### src/rtl/uart_rx_controller.sv
`default_nettype none
// +--------------------------------------------------------------------------+
// | uart_rx_controller: 16x-oversampled UART receiver, single-entry output   |
// | Optional parity stage: define UART_RX_PARITY_EN.         Revision: 1.0   |
// +--------------------------------------------------------------------------+
module uart_rx_controller #(
  parameter int DATA_BITS  = 8,
  parameter int PARITY_ODD = 0
) (
  input  logic                 baud_clk,
  input  logic                 rst,
  input  logic                 rx_in,
  input  logic                 rx_ready,
  output logic [DATA_BITS-1:0] rx_data,
  output logic                 rx_valid,
  output logic                 frame_err,
  output logic                 parity_err,
  output logic                 overrun_err,
  output logic                 busy,
  output logic [2:0]           current_state
);

  typedef enum logic [2:0] {
    S_IDLE   = 3'd0,
    S_START  = 3'd1,
    S_DATA   = 3'd2,
    S_PARITY = 3'd3,
    S_STOP   = 3'd4
  } state_t;

  localparam logic [2:0] c_LAST_BIT = 3'(DATA_BITS - 1);

  state_t               r_state, w_next;
  logic                 r_sync1, r_rx_s;
  logic [3:0]           r_sample_cnt;
  logic [2:0]           r_bit_cnt;
  logic [DATA_BITS-1:0] r_shift, r_data;
  logic                 r_valid, r_frame_err, r_parity_err, r_overrun_err;
  logic                 w_cnt_clr, w_bit_clr, w_bit_inc, w_shift;
  logic                 w_par_chk, w_stop_eval, w_tick, w_par_bad, w_deliver;

  assign w_tick = (r_sample_cnt == 4'd15);

  always_comb begin
    w_next      = r_state;
    w_cnt_clr   = 1'b0;
    w_bit_clr   = 1'b0;
    w_bit_inc   = 1'b0;
    w_shift     = 1'b0;
    w_par_chk   = 1'b0;
    w_stop_eval = 1'b0;
    case (r_state)
      S_IDLE: begin
        if (!r_rx_s) begin
          w_next    = S_START;
          w_cnt_clr = 1'b1;
        end
      end
      S_START: begin
        // Mid-start re-check rejects glitches shorter than half a bit.
        if (r_sample_cnt == 4'd7) begin
          if (!r_rx_s) begin
            w_next    = S_DATA;
            w_cnt_clr = 1'b1;
            w_bit_clr = 1'b1;
          end else begin
            w_next = S_IDLE;
          end
        end
      end
      S_DATA: begin
        if (w_tick) begin
          w_shift = 1'b1;
          if (r_bit_cnt == c_LAST_BIT) begin
`ifdef UART_RX_PARITY_EN
            w_next = S_PARITY;
`else
            w_next = S_STOP;
`endif
          end else begin
            w_bit_inc = 1'b1;
          end
        end
      end
      S_PARITY: begin
        if (w_tick) begin
          w_par_chk = 1'b1;
          w_next    = S_STOP;
        end
      end
      S_STOP: begin
        if (w_tick) begin
          w_stop_eval = 1'b1;
          w_next      = S_IDLE;
        end
      end
      default: w_next = S_IDLE;
    endcase
  end

`ifdef UART_RX_PARITY_EN
  logic r_par_bad;
  logic w_par_exp;
  assign w_par_exp = (^r_shift) ^ (PARITY_ODD != 0);

  always_ff @(posedge baud_clk) begin
    if (rst)            r_par_bad <= 1'b0;
    else if (w_bit_clr) r_par_bad <= 1'b0;
    else if (w_par_chk) r_par_bad <= (r_rx_s != w_par_exp);
  end
  assign w_par_bad = r_par_bad;
`else
  logic w_unused_par;
  assign w_unused_par = (PARITY_ODD != 0) ^ w_par_chk;
  assign w_par_bad    = 1'b0;
`endif

  assign w_deliver = w_stop_eval & r_rx_s & ~w_par_bad;

  always_ff @(posedge baud_clk) begin
    if (rst) r_state <= S_IDLE;
    else     r_state <= w_next;
  end

  always_ff @(posedge baud_clk) begin
    if (rst) begin
      r_sync1       <= 1'b1;
      r_rx_s        <= 1'b1;
      r_sample_cnt  <= 4'd0;
      r_bit_cnt     <= 3'd0;
      r_shift       <= '0;
      r_data        <= '0;
      r_valid       <= 1'b0;
      r_frame_err   <= 1'b0;
      r_parity_err  <= 1'b0;
      r_overrun_err <= 1'b0;
    end else begin
      r_sync1 <= rx_in;
      r_rx_s  <= r_sync1;
      if (w_cnt_clr)              r_sample_cnt <= 4'd0;
      else if (r_state != S_IDLE) r_sample_cnt <= r_sample_cnt + 4'd1;
      if (w_bit_clr)      r_bit_cnt <= 3'd0;
      else if (w_bit_inc) r_bit_cnt <= r_bit_cnt + 3'd1;
      if (w_shift) r_shift <= {r_rx_s, r_shift[DATA_BITS-1:1]};
      r_frame_err   <= w_stop_eval & ~r_rx_s;
      r_parity_err  <= w_stop_eval & w_par_bad;
      r_overrun_err <= w_deliver & r_valid & ~rx_ready;
      // A consumer pop in the delivery cycle frees the slot for the new word.
      if (w_deliver && (!r_valid || rx_ready)) begin
        r_data  <= r_shift;
        r_valid <= 1'b1;
      end else if (r_valid && rx_ready) begin
        r_valid <= 1'b0;
      end
    end
  end

  assign rx_data       = r_data;
  assign rx_valid      = r_valid;
  assign frame_err     = r_frame_err;
  assign parity_err    = r_parity_err;
  assign overrun_err   = r_overrun_err;
  assign busy          = (r_state != S_IDLE);
  assign current_state = r_state;

endmodule
`default_nettype wire

### config.mk
export PLATFORM = sky130hd
export DESIGN_NAME = uart_rx_controller
export DESIGN_NICKNAME = d
export VERILOG_FILES = /design/src/rtl/uart_rx_controller.sv
export SDC_FILE = /design/constraint.sdc
export NUM_CORES = 1
export LEC_CHECK = 0
export CAP_MARGIN = 10
export CORE_MARGIN = 5
export CORE_UTILIZATION = 40
export DETAILED_ROUTE_END_ITERATION = 8
export PLACE_DENSITY = 0.66
export SLEW_MARGIN = 20
export SYNTH_ARGS = -nofsm -noshare
export SYNTH_HDL_FRONTEND = slang
export SYNTH_SLANG_ARGS = --single-unit
### constraint.sdc
create_clock -name baud_clk -period 1.6 [get_ports baud_clk]
set_input_delay 0.16 -clock baud_clk [delete_from_list [all_inputs] [get_ports baud_clk]]
set_output_delay 0.16 -clock baud_clk [all_outputs]
set_load 0.01 [all_outputs]
==> run_results.csv, run 1 <==
group,metric,value,unit
place,placed_cells,196,
timing,finalSetupViolations,1,
timing,fin_skew,0.0109,ns
logic_synthesis,yosys-top-cells-area,"dfxtp_1, mux2i_1, nand2b_1, ha_1, nor3_1",
clock_tree,h-tree-depth,2,
timing,hold_viol,0,
logic_synthesis,yosys.area.top_type,"dfxtp_1",
outcome,outcome,"finished, violations left",
logic_synthesis,syn_inst,130,
floorplan,die-height,68.2,um
clock_tree,cts_made_buffers,5,
finish,drive_above_1_share,26.4,%
logic_synthesis,syn_nets,137,
power_and_ir_drop,p_int,1.18,mW
place,port_buffers,18,
logic_synthesis,ys.flop_type,"dfxtp_1",
clock_tree,cts.sinks,31,
global_routing,globalRoute.totalOverflow,0,
timing,rsz0062_at_grt,"yes",
logic_synthesis,ys_async_sr_fraction,0,%
logic_synthesis,synth_cell_types,36,
finish,nNetsFinal,165,
floorplan,rows,21,
global_routing,antenna_found_initial,0,
timing,fmax,587,MHz
critical_path,crit_chain,"ha_4, ha_4, or4b_4, or3_4, a21oi_2",
finish,final_cells,205,
logic_synthesis,yosysTopAreaCellShare,45.8,%
finish,diodes,0,
clock_tree,clockRootBuffer,"clkbuf_4",
power_and_ir_drop,p_switching,303,uW
finish,multi_input_area,756,um2
clock_tree,path_clk_slew,0.10,ns
critical_path,critical_path_class,"register to register",
floorplan,die_w,68.2,um
critical_path,rr_worst_depth,5,
place,dp_slack,-0.147,ns
power_and_ir_drop,p_seq_share,52.8,%
worst_hold_path,hold_depth,2,
place,gp_congestion,0.787,
logic_synthesis,ys_warn_count,0,
floorplan,initial_utilization,41.0,%
power_and_ir_drop,power_density,817,nW/um2
route,ant_nets,0,
logic_synthesis,ys_ff_latch,31,
logic_synthesis,synth-edff-count,0,
route,wl_per_cell,13.5,um
clock_tree,tritoncts,"yes",
route,drtIter0Drc,45,
route,drt-vias-per-instance,5.00,
power_and_ir_drop,p_sw_share,20.5,%
logic_synthesis,syn_area,1360,um2
timing,fin_crit_sh,106,%
power_and_ir_drop,ir_worst_vdd,0.000494,V
outcome,violations,"setup timing",
critical_path,required,1.87,ns
floorplan,die_area,4660,um2
finish,nFillCells,324,
floorplan,coreArea,3310,um2
critical_path,crit_path_top_delay_cell,"or4b_4",
critical_path,cp_slowest_stage_delay,0.49,ns
critical_path,crit_fanout,2,
finish,area_growth,33.7,%
power_and_ir_drop,pwr-share-clk,42.9,%
critical_path,worstSetupEndpointType,"register",
finish,regArea,632,um2
power_and_ir_drop,p_leak,0.800,nW
logic_synthesis,ys_seq_area_share,45.8,%
power_and_ir_drop,p_comb_share,4.4,%
timing,slew_viol_final,0,
timing,hold_ws,0.393,ns
timing,fin_ws,-0.102,ns
route,drt_first_pass_iters,4,
critical_path,cp_common_cell,"ha_4",
global_routing,grt_pass1_vias,1018,
critical_path,startpoint_type,"register",
route,finalWirelength,2760,um
worst_hold_path,hold_class,"primary input to register",
route,drc_errors,0,
timing,final.min_clock_period,1.70,ns
global_routing,grt_max_degree,31,
global_routing,grt_pass1_wl,4640,um
logic_synthesis,synth.avg_cell_area,10.4,um2
place,dp_hpwl,1960,um
route,vias,1025,
clock_tree,clkLatencyLatePin,0.33,ns
critical_path,worstPathArrival,1.97,ns
run,drv_cap,0,
clock_tree,clk_path_buf_depth,2,
global_routing,grt_usage,13.6,%
floorplan,pin_count,20,
[path summary, 6_finish.rpt]
kind                     start  slack (ns)           end
setup / recovery  r_bit_cnt[1]       -0.10  r_bit_cnt[0]
hold / removal           rx_in        0.39       r_sync1
setup reg to reg  r_bit_cnt[1]       -0.10  r_bit_cnt[0]
hold reg to reg        r_sync1        0.42        r_rx_s
[layout make-up]
type,count,share of cell area (%)
multi-input cells,89,41.7
flip-flops and latches,31,34.9
repair buffers,29,15.1
well taps,46,3.17
clock buffers,6,2.83
clock inverters,2,1.93
inverters,2,0.414
[cell usage after synthesis, types with 2 or more instances]
cell type and instances:
dfxtp_1 31, nand2b_1 19, mux2i_1 17, nor3_1 6
a21oi_1 5, nand3_1 5, buf_2 4, a211oi_1 3
clkbuf_1 3, ha_1 3, o21ai_1 3, inv_1 2
nand2_1 2, o21ai_0 2, or2_2 2, or3_1 2
xor2_1 2
[sequential cells by signal, indices dropped and copies added, names as in the netlist]
signal and count:
r_sync1 1, r_shift 8, frame_err 1, overrun_err 1, r_rx_s 1, r_bit_cnt 3
rx_data 8, rx_valid 1, current_state 3, r_sample_cnt 4
[power by group through the flow]
stage | logic (mW) | registers [mW] | clock network, mW
after global routing | 0.0692 | 0.783 | 0.698
final | 0.0646 | 0.782 | 0.635
after CTS | 0.0640 | 0.782 | 0.662
after global placement | 0.0619 | 0.801 | 0
after floorplan | 0.0389 | 0.799 | 0
after detailed placement | 0.0638 | 0.802 | 0
[cell families after synthesis]
| group | share of synthesized area (%) |
|---|---|
| adder cells (fa/ha/maj) | 2.77 |
| XOR/XNOR | 1.29 |
| multiplexers | 12.5 |
| flip-flops | 45.8 |
| other | 0.276 |
| buffers and inverters | 3.41 |
| AND/OR/NAND/NOR | 26.3 |
| AO/OA/AOI/OAI | 7.66 |
[cells in the final DEF, fill, tap and decap left out, types with 4 or more instances in the layout]
master / synthesis / routed
nand3_1: 5 / 5
buf_4: 1 / 9
mux2i_1: 17 / 17
dfxtp_1: 31 / 26
clkdlybuf4s50_1: 0 / 14
dlygate4sd2_1: 0 / 4
nor3_1: 6 / 6
clkbuf_4: 0 / 5
nand2b_1: 19 / 19
a21oi_1: 5 / 4
[worst max-delay path: cells and delay by family (launching register included)]
family	cells	cell delay, ns
AO/OA/AOI/OAI	1	0.13
flip-flops	1	0.35
adder cells (fa/ha/maj)	2	0.31
AND/OR/NAND/NOR	2	0.84
[routing by layer]
metal	share of wire (%)	up-vias	wire length (um)	global-route usage (%)
met5	0	-	0	0
met2	49	18	1360	22.0
met3	4.2	5	115	5.75
met4	2.1	0	57	7.20
met1	44	483	1220	15.2
li1	-	519	-	-
[per-stage QoR]
stage	utilization [%]	TNS [ns]	area, um2	total power [mW]
floorplan	-	-0.0481	1360	0.838
global placement	49.7	-0.0322	1650	0.863
detailed placement	49.7	-0.249	1650	0.866
CTS	53.9	-0.110	1780	1.51
global route	54.8	-0.167	1810	1.55
finish	54.8	-0.102	1810	1.48
[repair_timing]
action                     4_1_cts  5_1_grt
gates resized for setup         19        5
hold buffers                     0        0
cloned                           0        0
setup endpoints to repair        7       18
pin swaps                        1        2
setup buffers                    0        1
Note: power is estimated with default switching activity, not from simulation.
==> run 2: changes to the inputs <==
--- a/config.mk
+++ b/config.mk
@@ -8,6 +8,7 @@
 export CAP_MARGIN = 10
 export CORE_MARGIN = 5
 export CORE_UTILIZATION = 40
+export CTS_BUF_LIST = sky130_fd_sc_hd__clkbuf_16
 export DETAILED_ROUTE_END_ITERATION = 8
 export PLACE_DENSITY = 0.66
 export SLEW_MARGIN = 20
==> run 2 against run 1 <==
  * The flow still finishes with violations (setup timing)
  * Cell area is 4.6% higher
  * Routed wire length is 3.2% higher
  * Worst setup slack better by 0.0087 ns
  * Fmax is 0.51% higher
  * Global-route usage is 0.45 points lower
  * First-iteration DRC count is 60% higher
  * Largest cell class unchanged
  * Count of clock-buffer cells in the layout is 1 lower
==> run_results.csv, run 2 (synthesized netlist as in run 1, its figures left out) <==
group,metric,value,unit
route,drt_first_pass_iters,4,
route,wl_per_cell,13.9,um
place,dp_hpwl,1960,um
route,finalWirelength,2850,um
finish,nFillCells,313,
floorplan,die_w,68.2,um
critical_path,cp_common_cell,"ha_4",
route,vias,1025,
critical_path,cp_top_family,"simple AND/OR/NAND/NOR gates",
critical_path,worst-path-buf-inv,0,
route,drc_errors,0,
route,ant_nets,0,
timing,fin_skew,0.00420,ns
critical_path,required,1.80,ns
timing,slew_viol_final,0,
finish,area_growth,39.8,%
global_routing,grt_pass1_wl,4540,um
finish,layout_common_cells,"dfxtp_1, nand2b_1, mux2i_1, clkdlybuf4s50_1, buf_4",
timing,rsz0062_at_grt,"yes",
critical_path,crit_chain,"ha_4, ha_4, or4b_4, or3_4, a21oi_2",
global_routing,globalRoute.totalOverflow,0,
run,drv_cap,0,
critical_path,crit_fanout,2,
timing,fin_ws,-0.0936,ns
place,port_buffers,18,
clock_tree,cts.sinks,31,
timing,fin_crit_sh,106,%
timing,finalSetupViolations,1,
floorplan,initial_utilization,41.0,%
worst_hold_path,hold_class,"register to register",
clock_tree,clk_path_buf_depth,2,
critical_path,worstSetupEndpointType,"register",
finish,final_util,57.3,%
clock_tree,cts_made_buffers,5,
critical_path,reg2reg_slack,-0.09,ns
place,gp_congestion,0.787,
critical_path,cp_slowest_stage_delay,0.49,ns
floorplan,coreArea,3310,um2
clock_tree,path_clk_slew,0.05,ns
floorplan,rows,21,
place,placed_cells,196,
global_routing,grt_pass1_vias,1011,
finish,layout_commonest_cell,"dfxtp_1",
critical_path,worstPathArrival,1.90,ns
outcome,outcome,"finished, violations left",
finish,nNetsFinal,165,
critical_path,critical_path_class,"register to register",
timing,final.min_clock_period,1.69,ns
global_routing,grt_max_degree,31,
route,drtIter0Drc,72,
global_routing,grt_usage,13.2,%
clock_tree,holdBufCountCts,0,
finish,final_cells,205,
power_and_ir_drop,p_leak,0.830,nW
floorplan,pin_count,20,
clock_tree,clockRootBuffer,"clkbuf_16",
timing,hold_viol,0,
critical_path,startpoint_type,"register",
clock_tree,h-tree-depth,2,
clock_tree,tritoncts,"yes",
floorplan,die-height,68.2,um
outcome,violations,"setup timing",
floorplan,die_area,4660,um2
timing,fmax,590,MHz
clock_tree,clkLatencyLatePin,0.27,ns
power_and_ir_drop,power_density,991,nW/um2
global_routing,antenna_found_initial,0,
power_and_ir_drop,ir_worst_vdd,0.000718,V
finish,diodes,0,
critical_path,crit_path_top_delay_cell,"or4b_4",
route,drt-vias-per-instance,5.00,
finish,drive_above_1_share,25.2,%
==> run 2: repair_timing <==
item	CTS	global route
gates resized for setup	10	11
pin swaps	0	3
setup endpoints to repair	7	18
buffers inserted	0	1
==> run 2: final timing paths <==
| path | start | to | cells after the start |
|---|---|---|---|
| worst max-delay path | r_bit_cnt[1] | r_bit_cnt[0] | 5 |
| worst min-delay path | r_sync1 | r_rx_s | 1 |
| worst max register to register | r_bit_cnt[1] | r_bit_cnt[0] | 5 |
| worst min register to register | r_sync1 | r_rx_s | 1 |
==> run 2: through the flow <==
step / setup slack, ns / power (mW) / area (um2) / setup TNS, ns / hold slack (ns)
CTS: -0.114 / 1.91 / 1850 / -0.114 / 0.409
global placement: -0.0322 / 0.863 / 1650 / -0.0322 / 0.391
global route: -0.117 / 1.95 / 1900 / -0.131 / 0.431
floorplan: -0.0481 / 0.838 / 1360 / -0.0481 / 0.264
detailed placement: -0.147 / 0.866 / 1650 / -0.249 / 0.398
finish: -0.0936 / 1.88 / 1900 / -0.0936 / 0.408
==> run 2: routing by layer <==
| layer | routed length [um] | global-route usage [%] |
|---|---|---|
| met5 | 0 | 0 |
| met4 | 44 | 5.96 |
| met3 | 92 | 4.60 |
| met2 | 1520 | 22.9 |
| met1 | 1190 | 14.3 |
==> run 2: power breakdown <==
group / internal, mW / leakage (nW) / switching, mW
clock: 0.723 / 0.0812 / 0.304
combinational: 0.0364 / 0.496 / 0.0298
sequential: 0.777 / 0.253 / 0.00798
==> run 2: final cells by class <==
class / count / area [um2] / area share, %
inverter: 2 / 7.51 / 0.396
timing repair buffer: 29 / 285 / 15.0
multi-input combinational: 89 / 749 / 39.5
sequential: 31 / 632 / 33.3
tap: 46 / 57.6 / 3.04
clock inverter: 3 / 38.8 / 2.05
clock buffer: 5 / 125 / 6.60
==> run 3: changes to the inputs <==
--- a/config.mk
+++ b/config.mk
@@ -5,12 +5,10 @@
 export SDC_FILE = /design/constraint.sdc
 export NUM_CORES = 1
 export LEC_CHECK = 0
-export CAP_MARGIN = 10
 export CORE_MARGIN = 5
 export CORE_UTILIZATION = 40
 export CTS_BUF_LIST = sky130_fd_sc_hd__clkbuf_16
 export DETAILED_ROUTE_END_ITERATION = 8
-export PLACE_DENSITY = 0.66
 export SLEW_MARGIN = 20
 export SYNTH_ARGS = -nofsm -noshare
 export SYNTH_HDL_FRONTEND = slang
==> run 3 against run 2 <==
  * Largest power group unchanged
  * Critical path type unchanged
  * Sequential share of layout area shrank 0.31 points
  * Register-to-register slack is essentially flat
  * Via count shrank 0.68%
  * The run still ends with setup timing left
==> run_results.csv, run 3 (synthesized netlist as in run 1, its figures left out) <==
group,metric,value,unit
outcome,outcome,"finished, violations left",
outcome,violations,"setup timing",
global_routing,globalRoute.totalOverflow,0,
power_and_ir_drop,pwr-share-clk,51.1,%
route,finalWirelength,2740,um
route,vias,1018,
place,port_buffers,18,
finish,diodes,0,
timing,fmax,594,MHz
critical_path,required,1.80,ns
global_routing,antenna_found_initial,0,
critical_path,rr_worst_depth,5,
power_and_ir_drop,p_int,1.38,mW
power_and_ir_drop,power_density,925,nW/um2
route,drt_first_pass_iters,4,
clock_tree,clkLatencyLatePin,0.27,ns
place,dp_slack,-0.142,ns
clock_tree,cts.sinks,31,
run,drv_cap,0,
timing,fin_skew,0.00531,ns
power_and_ir_drop,power,1.75,mW
critical_path,r2r_start,"r_bit_cnt[0]",
clock_tree,clockRootBuffer,"clkbuf_16",
floorplan,die_area,4660,um2
critical_path,crit_fanout,2,
floorplan,initial_utilization,41.0,%
critical_path,setup.worst_path.end,"r_bit_cnt[0]",
finish,layout_common_cells,"dfxtp_1, nand2b_1, clkdlybuf4s50_1, mux2i_1, buf_4",
finish,nNetsFinal,168,
power_and_ir_drop,p_seq_share,44.9,%
clock_tree,h-tree-depth,2,
floorplan,die-height,68.2,um
place,dp_hpwl,1890,um
route,drtIter0Drc,39,
power_and_ir_drop,p_switching,364,uW
critical_path,worstReg2RegEnd,"r_bit_cnt[0]",
clock_tree,clk_path_buf_depth,2,
clock_tree,tritoncts,"yes",
floorplan,rows,21,
clock_tree,path_clk_slew,0.05,ns
critical_path,startpoint_type,"register",
route,drc_errors,0,
critical_path,cp_slowest_stage_delay,0.49,ns
route,ant_nets,0,
worst_hold_path,hold_class,"register to register",
route,wl_per_cell,13.2,um
critical_path,crit_path_top_delay_cell,"or4b_4",
place,gp_congestion,0.762,
timing,rsz0062_at_grt,"yes",
timing,fin_ws,-0.0837,ns
finish,area_growth,39.4,%
clock_tree,holdBufCountCts,0,
power_and_ir_drop,ir_worst_vdd,0.000600,V
global_routing,grt_pass1_wl,4820,um
timing,fin_crit_sh,105,%
clock_tree,cts_made_buffers,5,
critical_path,cp_common_cell,"ha_4",
finish,drive_above_1_share,26.5,%
critical_path,worstSetupEndpointType,"register",
finish,final_util,57.1,%
finish,layout_commonest_cell,"dfxtp_1",
timing,hold_ws,0.409,ns
floorplan,die_w,68.2,um
global_routing,grt_pass1_vias,1028,
critical_path,critical_path_class,"register to register",
critical_path,crit_chain,"ha_4, ha_4, or4b_4, or3_4, a21oi_2",
timing,hold_viol,0,
power_and_ir_drop,p_leak,0.793,nW
critical_path,worstPathArrival,1.89,ns
power_and_ir_drop,p_comb_share,4.0,%
timing,finalSetupViolations,1,
global_routing,grt_usage,14.0,%
timing,slew_viol_final,0,
critical_path,critPathLaunch,"r_bit_cnt[0]",
power_and_ir_drop,p_sw_share,20.8,%
global_routing,grt_max_degree,31,
critical_path,reg2reg_slack,-0.08,ns
floorplan,pin_count,20,
floorplan,coreArea,3310,um2
timing,final.min_clock_period,1.68,ns
route,drt-vias-per-instance,4.89,
[run 3: cell types whose count changed in the layout (fill, tap and decap cells not counted), moves of 2 or more]
cell      before  now
buf_4          8   12
clkinv_2       1    3
dfxtp_1       26   28
dfxtp_4        2    0
[run 3: final cells by class]
type,instances,area (um2)
fillers,302,1420
multi-input cells,89,759
flip-flops and latches,31,624
repair buffers,32,302
clock buffers,5,125
well taps,46,57.6
clock inverters,3,15.0
inverters,2,7.51
[run 3: power groups by stage]
| stage | registers [mW] | logic, mW | clock network [mW] |
|---|---|---|---|
| 2_1_floorplan | 0.799 | 0.0389 | 0 |
| 3_3_place_gp | 0.800 | 0.0670 | 0 |
| 3_5_place_dp | 0.800 | 0.0688 | 0 |
| 4_1_cts | 0.784 | 0.0695 | 0.916 |
| 5_1_grt | 0.785 | 0.0766 | 0.955 |
| 6_report | 0.785 | 0.0701 | 0.894 |
[run 3: worst min-delay path by stage]
stage,from,end,depth (start not counted),slack [ns]
global route,r_sync1,r_rx_s,1,0.43
detailed placement,r_sync1,r_rx_s,1,0.39
finish,r_sync1,r_rx_s,1,0.41
global placement,r_sync1,r_rx_s,1,0.39
CTS,r_sync1,r_rx_s,1,0.41
floorplan,rx_in,r_sync1,1,0.26
[run 3: worst max-delay path: cells and delay by family, from the launching register on]
kind	cells	cell delay, ns
compound gates	1	0.13
fa+ha+maj	2	0.31
flops	1	0.34
simple gates	2	0.84
[run 3: what timing repair did]
action	in CTS	in global routing
endpoints found under the hold margin	0	0
endpoints found under the setup margin	3	7
resized for setup	5	11
setup buffers	1	1
pin swaps	1	6
[run 3: metrics by stage]
step | setup TNS, ns | instance area, um2 | cells
floorplan | -0.0481 | 1360 | 130
global placement | -0.0303 | 1670 | 199
detailed placement | -0.175 | 1670 | 199
CTS | -0.0883 | 1840 | 208
global route | -0.187 | 1890 | 208
finish | -0.0837 | 1890 | 208
[run 3: per-layer routing]
metal,GRT usage (%),routed length [um],vias up
li1,-,-,520
met1,17.0,1240,476
met2,22.1,1360,18
met3,5.58,108,4
met4,5.21,35,0
met5,0,0,-
